`config.mk`:
```
export PLATFORM = sky130hd
export DESIGN_NAME = disk_ctrl_flat
export DESIGN_NICKNAME = d
export VERILOG_FILES = /design/src/rtl/disk_ctrl_if.sv /design/src/rtl/disk_ctrl.sv /design/src/flat_wrapper.sv
export SDC_FILE = /design/constraint.sdc
export NUM_CORES = 1
export LEC_CHECK = 0
export BUFFER_PORTS_ARGS = -buffer_cell sky130_fd_sc_hd__buf_4
export CORE_ASPECT_RATIO = 1.5
export CORE_UTILIZATION = 45
export CTS_CLUSTER_SIZE = 8
export DETAILED_ROUTE_END_ITERATION = 10
export PLACE_DENSITY = 0.69
export REMOVE_ABC_BUFFERS = 1
export SYNTH_ARGS = -nofsm -noshare
export SYNTH_HDL_FRONTEND = slang
export SYNTH_SLANG_ARGS = --single-unit
```
`constraint.sdc`:
```
create_clock -name clk -period 5.4 [get_ports clk]
set_input_delay 0.54 -clock clk [delete_from_list [all_inputs] [get_ports clk]]
set_output_delay 0.54 -clock clk [all_outputs]
set_load 0.005 [all_outputs]
```
`src/rtl/disk_ctrl_if.sv`:
```
// disk_ctrl_if
//   Bundles the signals around disk_ctrl: the CPU register bus (STB/WE/ADDR/
//   DAT_I/DAT_O/ACK), the byte-serial device handshake, the sector buffer
//   port, and the busy/irq status lines.
//   slave  : the disk_ctrl side (drives DAT_O, ACK, device/buffer outputs).
//   master : the environment side (CPU, device, sector buffer).
interface disk_ctrl_if;
    logic        STB;
    logic        WE;
    logic [31:0] ADDR;
    logic [31:0] DAT_I;
    logic [31:0] DAT_O;
    logic        ACK;

    logic [7:0]  dev_data_in;
    logic        dev_read_done;
    logic        dev_writing;
    logic        dev_write_done;
    logic [7:0]  dev_data_out;
    logic        dev_we;

    logic [8:0]  buf_addr;
    logic [7:0]  buf_wdata;
    logic        buf_we;
    logic [7:0]  buf_rdata;

    logic        busy;
    logic        irq;

    modport slave (
        input  STB, WE, ADDR, DAT_I,
        input  dev_data_in, dev_read_done, dev_writing, dev_write_done,
        input  buf_rdata,
        output DAT_O, ACK, dev_data_out, dev_we,
        output buf_addr, buf_wdata, buf_we, busy, irq
    );

    modport master (
        output STB, WE, ADDR, DAT_I,
        output dev_data_in, dev_read_done, dev_writing, dev_write_done,
        output buf_rdata,
        input  DAT_O, ACK, dev_data_out, dev_we,
        input  buf_addr, buf_wdata, buf_we, busy, irq
    );
endinterface

```
`src/rtl/disk_ctrl.sv`:
```
// disk_ctrl
//   Sector-transfer sequencer. A CMD write with bit31 set starts a transfer:
//   a 5-byte header (opcode, LBA MSB..LSB) goes to the device, then exactly
//   512 bytes move between device and sector buffer. Completion or watchdog
//   abort is reported in STATUS and by a one-cycle irq pulse.
//   Ports: clk, rst_n (async, active low), bus (disk_ctrl_if.slave).
//   Registers (ADDR[3:2]): 0 CMD (wo), 1 LBA (rw), 2 STATUS (r, W1C), 3 zero.
//
//   state      | meaning
//   S_IDLE     | waiting for a start command
//   S_HDR      | offering header byte hidx to the device
//   S_RD_DATA  | device -> buffer, one byte per dev_read_done
//   S_WR_FETCH | buffer address driven, read data arrives next cycle
//   S_WR_SEND  | offering fetched byte to the device
//   S_DONE     | one cycle: set done, pulse irq
//   S_ERR      | one cycle: set err+timeout, pulse irq
module disk_ctrl #(
    parameter int unsigned TIMEOUT  = 1000000,
    parameter logic [7:0]  OP_READ  = 8'h11,
    parameter logic [7:0]  OP_WRITE = 8'h22
) (
    input  logic        clk,
    input  logic        rst_n,
    disk_ctrl_if.slave  bus
);
    localparam int unsigned     WD_W    = $clog2(TIMEOUT + 1);
    localparam logic [WD_W-1:0] WD_LAST = WD_W'(TIMEOUT - 1);

    typedef enum logic [2:0] {
        S_IDLE, S_HDR, S_RD_DATA, S_WR_FETCH, S_WR_SEND, S_DONE, S_ERR
    } state_t;

    state_t          state, state_nx;
    logic [8:0]      cnt, cnt_nx;
    logic [2:0]      hidx, hidx_nx;
    logic [WD_W-1:0] wd, wd_nx;
    logic [7:0]      data_q, data_nx;
    logic            send_first, send_first_nx;

    logic [31:0] lba_reg, lba_q;
    logic        dir_q;
    logic        st_done, st_err, st_to, st_rej;

    logic        reg_wr, start_req, start, busy_w, wd_hit;
    logic [1:0]  reg_sel;
    logic [7:0]  hdr_byte;
    logic        unused_addr;

    assign reg_sel     = bus.ADDR[3:2];
    assign reg_wr      = bus.STB & bus.WE;
    assign start_req   = reg_wr && (reg_sel == 2'd0) && bus.DAT_I[31];
    assign start       = start_req && (state == S_IDLE);
    assign busy_w      = (state != S_IDLE);
    assign wd_hit      = (wd == WD_LAST);
    assign unused_addr = &{1'b0, bus.ADDR[31:4], bus.ADDR[1:0]};

    // register file and STATUS bits; sets from DONE/ERR override a same-cycle W1C
    always_ff @(posedge clk or negedge rst_n) begin
        if (!rst_n) begin
            lba_reg <= '0;
            lba_q   <= '0;
            dir_q   <= 1'b0;
            st_done <= 1'b0;
            st_err  <= 1'b0;
            st_to   <= 1'b0;
            st_rej  <= 1'b0;
        end else begin
            if (reg_wr && reg_sel == 2'd1) lba_reg <= bus.DAT_I;
            if (reg_wr && reg_sel == 2'd2) begin
                if (bus.DAT_I[1]) st_done <= 1'b0;
                if (bus.DAT_I[2]) st_err  <= 1'b0;
                if (bus.DAT_I[3]) st_to   <= 1'b0;
                if (bus.DAT_I[4]) st_rej  <= 1'b0;
            end
            if (start_req) begin
                if (busy_w) begin
                    st_rej <= 1'b1;
                end else begin
                    dir_q   <= bus.DAT_I[0];
                    lba_q   <= lba_reg;
                    st_done <= 1'b0;
                    st_err  <= 1'b0;
                    st_to   <= 1'b0;
                end
            end
            if (state == S_DONE) st_done <= 1'b1;
            if (state == S_ERR) begin
                st_err <= 1'b1;
                st_to  <= 1'b1;
            end
        end
    end

    always_ff @(posedge clk or negedge rst_n) begin
        if (!rst_n) begin
            state      <= S_IDLE;
            cnt        <= '0;
            hidx       <= '0;
            wd         <= '0;
            data_q     <= '0;
            send_first <= 1'b0;
        end else begin
            state      <= state_nx;
            cnt        <= cnt_nx;
            hidx       <= hidx_nx;
            wd         <= wd_nx;
            data_q     <= data_nx;
            send_first <= send_first_nx;
        end
    end

    // a handshake is checked before the watchdog so it always wins the tie
    always_comb begin
        state_nx      = state;
        cnt_nx        = cnt;
        hidx_nx       = hidx;
        wd_nx         = wd;
        data_nx       = data_q;
        send_first_nx = 1'b0;
        case (state)
            S_IDLE: begin
                if (start) begin
                    state_nx = S_HDR;
                    cnt_nx   = '0;
                    hidx_nx  = '0;
                    wd_nx    = '0;
                end
            end
            S_HDR: begin
                if (bus.dev_write_done) begin
                    wd_nx = '0;
                    if (hidx == 3'd4) state_nx = dir_q ? S_WR_FETCH : S_RD_DATA;
                    else              hidx_nx  = hidx + 3'd1;
                end else if (wd_hit) begin
                    state_nx = S_ERR;
                end else begin
                    wd_nx = wd + WD_W'(1);
                end
            end
            S_RD_DATA: begin
                if (bus.dev_read_done) begin
                    wd_nx = '0;
                    if (cnt == 9'd511) state_nx = S_DONE;
                    else               cnt_nx   = cnt + 9'd1;
                end else if (wd_hit) begin
                    state_nx = S_ERR;
                end else begin
                    wd_nx = wd + WD_W'(1);
                end
            end
            S_WR_FETCH: begin
                state_nx      = S_WR_SEND;
                wd_nx         = '0;
                send_first_nx = 1'b1;
            end
            S_WR_SEND: begin
                if (send_first) data_nx = bus.buf_rdata;
                if (bus.dev_write_done) begin
                    wd_nx = '0;
                    if (cnt == 9'd511) begin
                        state_nx = S_DONE;
                    end else begin
                        cnt_nx   = cnt + 9'd1;
                        state_nx = S_WR_FETCH;
                    end
                end else if (wd_hit) begin
                    state_nx = S_ERR;
                end else begin
                    wd_nx = wd + WD_W'(1);
                end
            end
            default: state_nx = S_IDLE;
        endcase
    end

    always_comb begin
        hdr_byte = lba_q[7:0];
        case (hidx)
            3'd0:    hdr_byte = dir_q ? OP_WRITE : OP_READ;
            3'd1:    hdr_byte = lba_q[31:24];
            3'd2:    hdr_byte = lba_q[23:16];
            3'd3:    hdr_byte = lba_q[15:8];
            default: hdr_byte = lba_q[7:0];
        endcase
    end

    // buffer data is only valid in the first WR_SEND cycle, so it is passed
    // straight through then and held from data_q afterwards
    always_comb begin
        bus.dev_we       = 1'b0;
        bus.dev_data_out = '0;
        bus.buf_addr     = '0;
        bus.buf_we       = 1'b0;
        case (state)
            S_HDR: begin
                bus.dev_we       = ~bus.dev_writing;
                bus.dev_data_out = hdr_byte;
            end
            S_RD_DATA: begin
                bus.buf_addr = cnt;
                bus.buf_we   = bus.dev_read_done;
            end
            S_WR_FETCH: bus.buf_addr = cnt;
            S_WR_SEND: begin
                bus.buf_addr     = cnt;
                bus.dev_we       = ~bus.dev_writing;
                bus.dev_data_out = send_first ? bus.buf_rdata : data_q;
            end
            default: ;
        endcase
    end

    always_comb begin
        bus.DAT_O = '0;
        if (bus.STB) begin
            case (reg_sel)
                2'd1:    bus.DAT_O = lba_reg;
                2'd2:    bus.DAT_O = {27'd0, st_rej, st_to, st_err, st_done, busy_w};
                default: bus.DAT_O = '0;
            endcase
        end
    end

    assign bus.ACK       = bus.STB;
    assign bus.buf_wdata = bus.dev_data_in;
    assign bus.busy      = busy_w;
    assign bus.irq       = (state == S_DONE) || (state == S_ERR);
endmodule

```
`src/flat_wrapper.sv`:
```
// flat-port wrapper written by rule: the top's interface ports become plain ports
module disk_ctrl_flat 
#(
    parameter int unsigned TIMEOUT  = 1000000,
    parameter logic [7:0]  OP_READ  = 8'h11,
    parameter logic [7:0]  OP_WRITE = 8'h22
)
  (clk, rst_n, bus_STB, bus_WE, bus_ADDR, bus_DAT_I, bus_dev_data_in, bus_dev_read_done, bus_dev_writing, bus_dev_write_done, bus_buf_rdata, bus_DAT_O, bus_ACK, bus_dev_data_out, bus_dev_we, bus_buf_addr, bus_buf_wdata, bus_buf_we, bus_busy, bus_irq);
  disk_ctrl_if bus_i ();
  input  logic clk;
  input  logic rst_n;
  input wire logic [$bits(bus_i.STB)-1:0] bus_STB;
  input wire logic [$bits(bus_i.WE)-1:0] bus_WE;
  input wire logic [$bits(bus_i.ADDR)-1:0] bus_ADDR;
  input wire logic [$bits(bus_i.DAT_I)-1:0] bus_DAT_I;
  input wire logic [$bits(bus_i.dev_data_in)-1:0] bus_dev_data_in;
  input wire logic [$bits(bus_i.dev_read_done)-1:0] bus_dev_read_done;
  input wire logic [$bits(bus_i.dev_writing)-1:0] bus_dev_writing;
  input wire logic [$bits(bus_i.dev_write_done)-1:0] bus_dev_write_done;
  input wire logic [$bits(bus_i.buf_rdata)-1:0] bus_buf_rdata;
  output wire logic [$bits(bus_i.DAT_O)-1:0] bus_DAT_O;
  output wire logic [$bits(bus_i.ACK)-1:0] bus_ACK;
  output wire logic [$bits(bus_i.dev_data_out)-1:0] bus_dev_data_out;
  output wire logic [$bits(bus_i.dev_we)-1:0] bus_dev_we;
  output wire logic [$bits(bus_i.buf_addr)-1:0] bus_buf_addr;
  output wire logic [$bits(bus_i.buf_wdata)-1:0] bus_buf_wdata;
  output wire logic [$bits(bus_i.buf_we)-1:0] bus_buf_we;
  output wire logic [$bits(bus_i.busy)-1:0] bus_busy;
  output wire logic [$bits(bus_i.irq)-1:0] bus_irq;
  assign bus_i.STB = bus_STB;
  assign bus_i.WE = bus_WE;
  assign bus_i.ADDR = bus_ADDR;
  assign bus_i.DAT_I = bus_DAT_I;
  assign bus_i.dev_data_in = bus_dev_data_in;
  assign bus_i.dev_read_done = bus_dev_read_done;
  assign bus_i.dev_writing = bus_dev_writing;
  assign bus_i.dev_write_done = bus_dev_write_done;
  assign bus_i.buf_rdata = bus_buf_rdata;
  assign bus_DAT_O = bus_i.DAT_O;
  assign bus_ACK = bus_i.ACK;
  assign bus_dev_data_out = bus_i.dev_data_out;
  assign bus_dev_we = bus_i.dev_we;
  assign bus_buf_addr = bus_i.buf_addr;
  assign bus_buf_wdata = bus_i.buf_wdata;
  assign bus_buf_we = bus_i.buf_we;
  assign bus_busy = bus_i.busy;
  assign bus_irq = bus_i.irq;
  disk_ctrl #(.TIMEOUT(TIMEOUT), .OP_READ(OP_READ), .OP_WRITE(OP_WRITE)) u_core (.clk(clk), .rst_n(rst_n), .bus(bus_i));
endmodule
```
# ---- Yosys cells after proc, flatten, opt, wreduce, memory -nomap -nowiden
# Cells that the tools add are included.
dict set report word_totals {
  ff_bits 113
  latchBits 0
  mem_bits_rw 0
  rom_bits 0
  out_inout_bits 62
  elab_cells 113
  memories 0
}
dict set report op_classes {
  add_sub_neg 3
  n_mul 0
  div_mod_pow 0
  n_lt_le_gt_ge 0
  eq_ne 21
  n_shift 0
  mux 53
  bitwise 3
  n_reduce_logical 20
}
# op count
set ops {}
lappend ops {{two-way mux 20 bit} 4}
lappend ops {{case mux 20 bit (4 select lines)} 1}
lappend ops {{case mux 32 bit (2 select lines)} 1}
lappend ops {{two-way mux 9 bit} 5}
lappend ops {{two-way mux 3 bit} 11}
lappend ops {{two-way mux 32 bit} 1}
lappend ops {{case mux 8 bit (4 select lines)} 1}
lappend ops {{case mux 9 bit (3 select lines)} 1}
lappend ops {{two-way mux 1 bit} 23}
lappend ops {{adder 20 x 1 -> 20 bit, second input constant} 1}
lappend ops {{equality test 20 bit, second input constant} 1}
lappend ops {{case mux 8 bit (2 select lines)} 1}
lappend ops {{case mux 3 bit (5 select lines)} 1}
lappend ops {{equality test 3 x 2 -> 1 bit, second input constant} 4}
lappend ops {{equality test 3 bit, second input constant} 4}
lappend ops {{adder 9 x 1 -> 9 bit, second input constant} 1}
lappend ops {{equality test 9 bit, second input constant} 1}
lappend ops {{two-way mux 8 bit} 1}
lappend ops {{!= test 2 bit, second input constant} 4}
lappend ops {{AND reduction 4 bit} 2}
lappend ops {{equality test 3 x 1 -> 1 bit, second input constant} 2}
lappend ops {{logical NOT 3 bit} 2}
lappend ops {{two-way mux 6 bit} 1}
lappend ops {{!= test 3 x 2 -> 1 bit, second input constant} 2}
lappend ops {{17 further kinds} 24}

# ---- Logic depth before layout (Yosys ltp)
dict set report depth {
  word_depth 6
  ltp_mapped 10
}

# ---- Worst setup path after synthesis
# OpenSTA, ideal clock, no wires.
dict set report synth_path {
  path_type {reg-to-reg}
  from {register u_core.cnt[0]}
  to {register u_core.cnt[5]}
  setup_ps 128
  arrival_time_ps 2378
  required_ps 5272
  setup_slack_ps 2893
  path_stages_with_launch 11
  n_path_buf 0
  period_less_slack_ps 2507
  cell_sequence {dfrtp_1 > ha_1 > and3_1 > and3_1 > and3_1 > ha_1 > nand2b_1 > a221oi_2 > nand2_1 > o21ai_0 > o31ai_1}
}
dict set report synth_between {
  elab_chain_cells 4
  elab_cells_between_ends 6
}
# item line_no
set synth_rtl {}
lappend synth_rtl {{start, declared} disk_ctrl.sv:34} ;# logic [8:0] cnt, cnt_nx;
lappend synth_rtl {{start signal, assigned} disk_ctrl.sv:104} ;# cnt <= cnt_nx;
lappend synth_rtl {{adder 9 x 1 -> 9 bit / equality test 9 bit (equally long branches)} n/a}
lappend synth_rtl {{two-way mux 9 bit *} {disk_ctrl.sv:143, disk_ctrl.sv:160}}
lappend synth_rtl {{two-way mux 9 bit, on equally long branches} {disk_ctrl.sv:158, disk_ctrl.sv:141}}
lappend synth_rtl {{case mux 9 bit (3 select lines) *} disk_ctrl.sv:120} ;# case (state)
# Mark *: on every way between the ends. The rest lies on a longest branch, timed or not. The select of a mux whose other input is x is not followed.
# A chain may end at the register's enable or synchronous reset.

# ---- Worst setup path after layout
dict set report layout_path {
  from {register u_core.hidx[2]}
  to {output bus_dev_data_out[7]}
}
dict set report layout_between {
  elab_chain_cells 3
  elab_cells_between_ends 6
}
# item line_no
set layout_rtl {}
lappend layout_rtl {{start, declared} disk_ctrl.sv:35} ;# logic [2:0] hidx, hidx_nx;
lappend layout_rtl {{start signal, assigned} disk_ctrl.sv:105} ;# hidx <= hidx_nx;
lappend layout_rtl {{equality test 3 x 2 -> 1 bit (tied with other cells)} disk_ctrl.sv:178} ;# case (hidx)
lappend layout_rtl {{case mux 8 bit (4 select lines) *} disk_ctrl.sv:178}
lappend layout_rtl {{case mux 8 bit (2 select lines) *} disk_ctrl.sv:194} ;# case (state)
lappend layout_rtl {{end, declared} flat_wrapper.sv:23} ;# output wire logic [$bits(bus_i.dev_data_out)-1:0] bus_dev_data_out;
# Mark *: on every way between the ends. The rest lies on a longest branch, timed or not.

==> summary.txt <==
Worst setup path
  – Worst r2r dst: u_core.cnt[5]$_DFFE_PN0P_
  – Critical R2R Launch: u_core.cnt[0]$_DFFE_PN0P_
  – Crit path to: bus_dev_data_out[7]
  – Worst EP arrival: 2.76 ns
  – Worst-path fanout max: 13
  – WP data required: 4.86 ns
  – Max stage delay on crit path: 0.64 ns
  – CP Capture Type: output port
  – R2r setup slk: 2.46 ns
  – Kind of critical path: reg -> out
  – Startpoint Class: flop
  – Worst R2R Path Depth: 10
  – Worst-path cell chain: inv_1 > ha_1 > a222oi_1 > nor2_1 > a21oi_1 > o22ai_1 > buf_4
  – Crit. Startpoint: u_core.hidx[2]$_DFFE_PN0P_
  – Slowest CP cell: a222oi_1

Clock network
  – Clock latency on the worst-skew pair: 0.41 ns
  – CTS tree: done
  – CTS resizes: 0
  – Clock buffer count from CTS: 17
  – CTS Sinks: 113
  – Clk buf depth: 2
  – Post-CTS Setup Bufs: 0
  – Root Buffer: clkbuf_16
  – H-Tree Depth: 4
  – Clk pin slew, worst setup/hold paths: 0.06 ns
  – Cts hold-fix bufs: 0

Placed design
  – Pre-CTS setup slack: 2.52 ns
  – Placer Congestion: 0.840
  – Area after DPL: 0.00670 mm²
  – Port Buf Inserts: 102
  – Detailed Place HPWL: 10.4 mm
  – Dpl cells: 841

Yosys
  – Ys flop type: dfrtp_1
  – Number of synthesized register bits: 113
  – Synth Instances: 618
  – Top cell type's share of synthesized area: 47.7%
  – Post-Syn Area: 0.00592 mm²
  – Yosys cell types: 58
  – Syn Area/Cell: 9.58 µm²
  – Synth top area cells: dfrtp_1, nand2_1, mux2_2
  – Async SR Flop Fraction: 100%
  – Post-synth EDFFs: 0
  – Post-synth top area cell: dfrtp_1
  – Sequential area share after synthesis: 47.7%
  – Synthesis Warnings: 0

Cells and area
  – Final Util: 56.7%
  – Nets: 799
  – Post-route cell area: 0.00731 mm²
  – Layout cells sized above 1: 25.8%
  – FF/Latch Area: 0.00283 mm²
  – Fillers: 1147
  – Area growth from synthesis to layout: 23.5%
  – Count of non-filler cells in the finished layout: 873
  – Footprint of the multi-input gates: 0.00284 mm²
  – N_diodes: 0

Global routing
  – Largest net degree at the start of global routing: 73
  – Initial antenna violation count: 0
  – Overall Global Routing Usage: 23.8%
  – Grt total ovfl: 0
  – First-pass GRT wire length: 25.0 mm
  – Vias in the first global route: 5209

STA
  – Worst slew margin: 16.2%
  – Max Slew Vio Count: 0
  – Final period util: 61.1%
  – Worst Skew: 0.00727 ns
  – Final hold viol count: 0
  – Final worst slack: 2.10 ns
  – Final min period: 3.30 ns
  – Setup-failing EPs final: 0
  – RSZ-0062 raised after global routing: false
  – Fmax: 303 MHz
  – Worst slew pin tran: 1.25 ns
  – Setup tns final: 0 ns

Floorplanning
  – Core area: 0.0129 mm²
  – Number of I/O pins: 149
  – Row count: 51
  – DIE HEIGHT: 143 µm
  – Initial core utilization: 45.9%
  – Die W: 95.7 µm
  – Die area: 0.0136 mm²

Detailed routing
  – Detailed Route Iter0 Violations: 284
  – DRC violations left: 0
  – Detailed-route wire length: 15.1 mm
  – Drt wl/cell: 17.3 µm
  – Vias: 5008
  – Routed vias/inst: 5.74
  – Number of nets still failing antenna checks after routing: 0
  – DR pass1 iterations: 5

Status
  – Status: finished, final reports clean

Pwr
  – Internal Pwr Total: 0.00220 W
  – Psw: 0.00115 W
  – Sequential Power Share: 38.2%
  – PD cells: 458 mW/mm²
  – Comb power frac: 26.8%
  – VDD IR max: 0.251 mV
  – Clock power share: 35.0%
  – Switching part of the total power: 34.2%
  – Leakage: 3.61 nW

Run
  – Max cap viols: 0

Hold path
  – HP Class: in -> async
[worst max-delay path: cells and delay by family, from the launching register on]
kind            cells  cell delay [ns]
compound gates      3             0.88
buf+inv             2             0.40
fa+ha+maj           1             0.39
flops               1             0.59
simple gates        1             0.09
[stage by stage]
step	total power [W]	hold slack (ns)
3_5_place_dp	0.00218	0.463
6_report	0.00335	0.231
3_3_place_gp	0.00214	0.459
5_1_grt	0.00353	0.312
4_1_cts	0.00336	0.298
2_1_floorplan	0.00181	0.244
[cells in the final DEF (no fill, tap or decap), types with 3 or more instances in the layout]
cell type and instances:
inv_6 5, and2_1 13, nor2_1 26, nand2b_1 10, a22oi_1 9, or4_1 4
a31oi_1 4, mux2i_1 10, a22o_1 3, ha_1 11, clkinvlp_4 3, o22ai_1 7
or3_1 3, nand4_1 15, clkbuf_16 17, xor2_1 4, o311ai_0 4, o21ai_0 25
mux2_2 40, o41ai_1 4, a21o_1 3, o31ai_1 5, and3_1 39, a21oi_1 17
and4_1 4, buf_4 105, nand2_1 129, dfrtp_1 113, bufinv_16 3, a222oi_1 4
nor3_1 6, nor2b_1 4, nand3_1 19, inv_1 11
[final cells by class]
class | count | area share (%)
multi-input combinational | 453 | 38.8
sequential | 113 | 38.7
timing repair buffer | 105 | 10.8
clock buffer | 18 | 6.00
tap | 159 | 2.72
clock inverter | 14 | 2.45
inverter | 11 | 0.564
[how the worst min path moves through the flow]
stage,from,end,cells after the start,slack (ns)
detailed placement,u_core.lba_q[24]$_DFFE_PN0P_,u_core.lba_q[24]$_DFFE_PN0P_,2,0.46
CTS,rst_n,u_core.wd[11]$_DFFE_PN0P_,1,0.30
global placement,u_core.lba_q[14]$_DFFE_PN0P_,u_core.lba_q[14]$_DFFE_PN0P_,2,0.46
finish,rst_n,u_core.wd[12]$_DFFE_PN0P_,1,0.23
floorplan,rst_n,u_core.cnt[0]$_DFFE_PN0P_,0,0.24
global route,rst_n,u_core.wd[12]$_DFFE_PN0P_,1,0.31
[power by group through the flow]
stage	registers [W]	clock network (W)	logic, W
2_1_floorplan	0.00123	0	0.000587
3_3_place_gp	0.00127	0	0.000863
3_5_place_dp	0.00129	0	0.000892
4_1_cts	0.00127	0.00118	0.000901
5_1_grt	0.00131	0.00122	0.000996
6_report	0.00128	0.00117	0.000897
[layer usage]
metal	global-route usage (%)	vias to the layer above	share of wire, %
met3	6.52	28	6.1
met1	26.9	2443	39
li1	-	2369	-
met4	10.4	0	2.6
met2	41.1	168	53
met5	0	-	0
[Yosys cell counts (11+ instances only)]
| library cell | n |
|---|---|
| dfrtp_1 | 113 |
| nor2_1 | 27 |
| nand3_1 | 19 |
| clkbuf_1 | 22 |
| ha_1 | 11 |
| a21oi_1 | 17 |
| mux2_2 | 40 |
| nand4_1 | 15 |
| nand2_1 | 129 |
| and2_1 | 13 |
| o21ai_0 | 25 |
| and3_1 | 39 |
| inv_1 | 11 |
[cell families (layout without fill, tap and decap cells)]
| family | count (synthesis) | count (layout) | share of synthesized area (%) |
|---|---|---|---|
| flops | 113 | 113 | 47.7 |
| xor+xnor | 5 | 5 | 0.739 |
| buf+inv | 52 | 148 | 4.33 |
| mux | 50 | 50 | 9.30 |
| compound gates | 104 | 104 | 12.0 |
| fa+ha+maj | 11 | 11 | 2.32 |
| simple gates | 283 | 283 | 23.6 |
No activity file was read; power rests on OpenSTA's default activity.
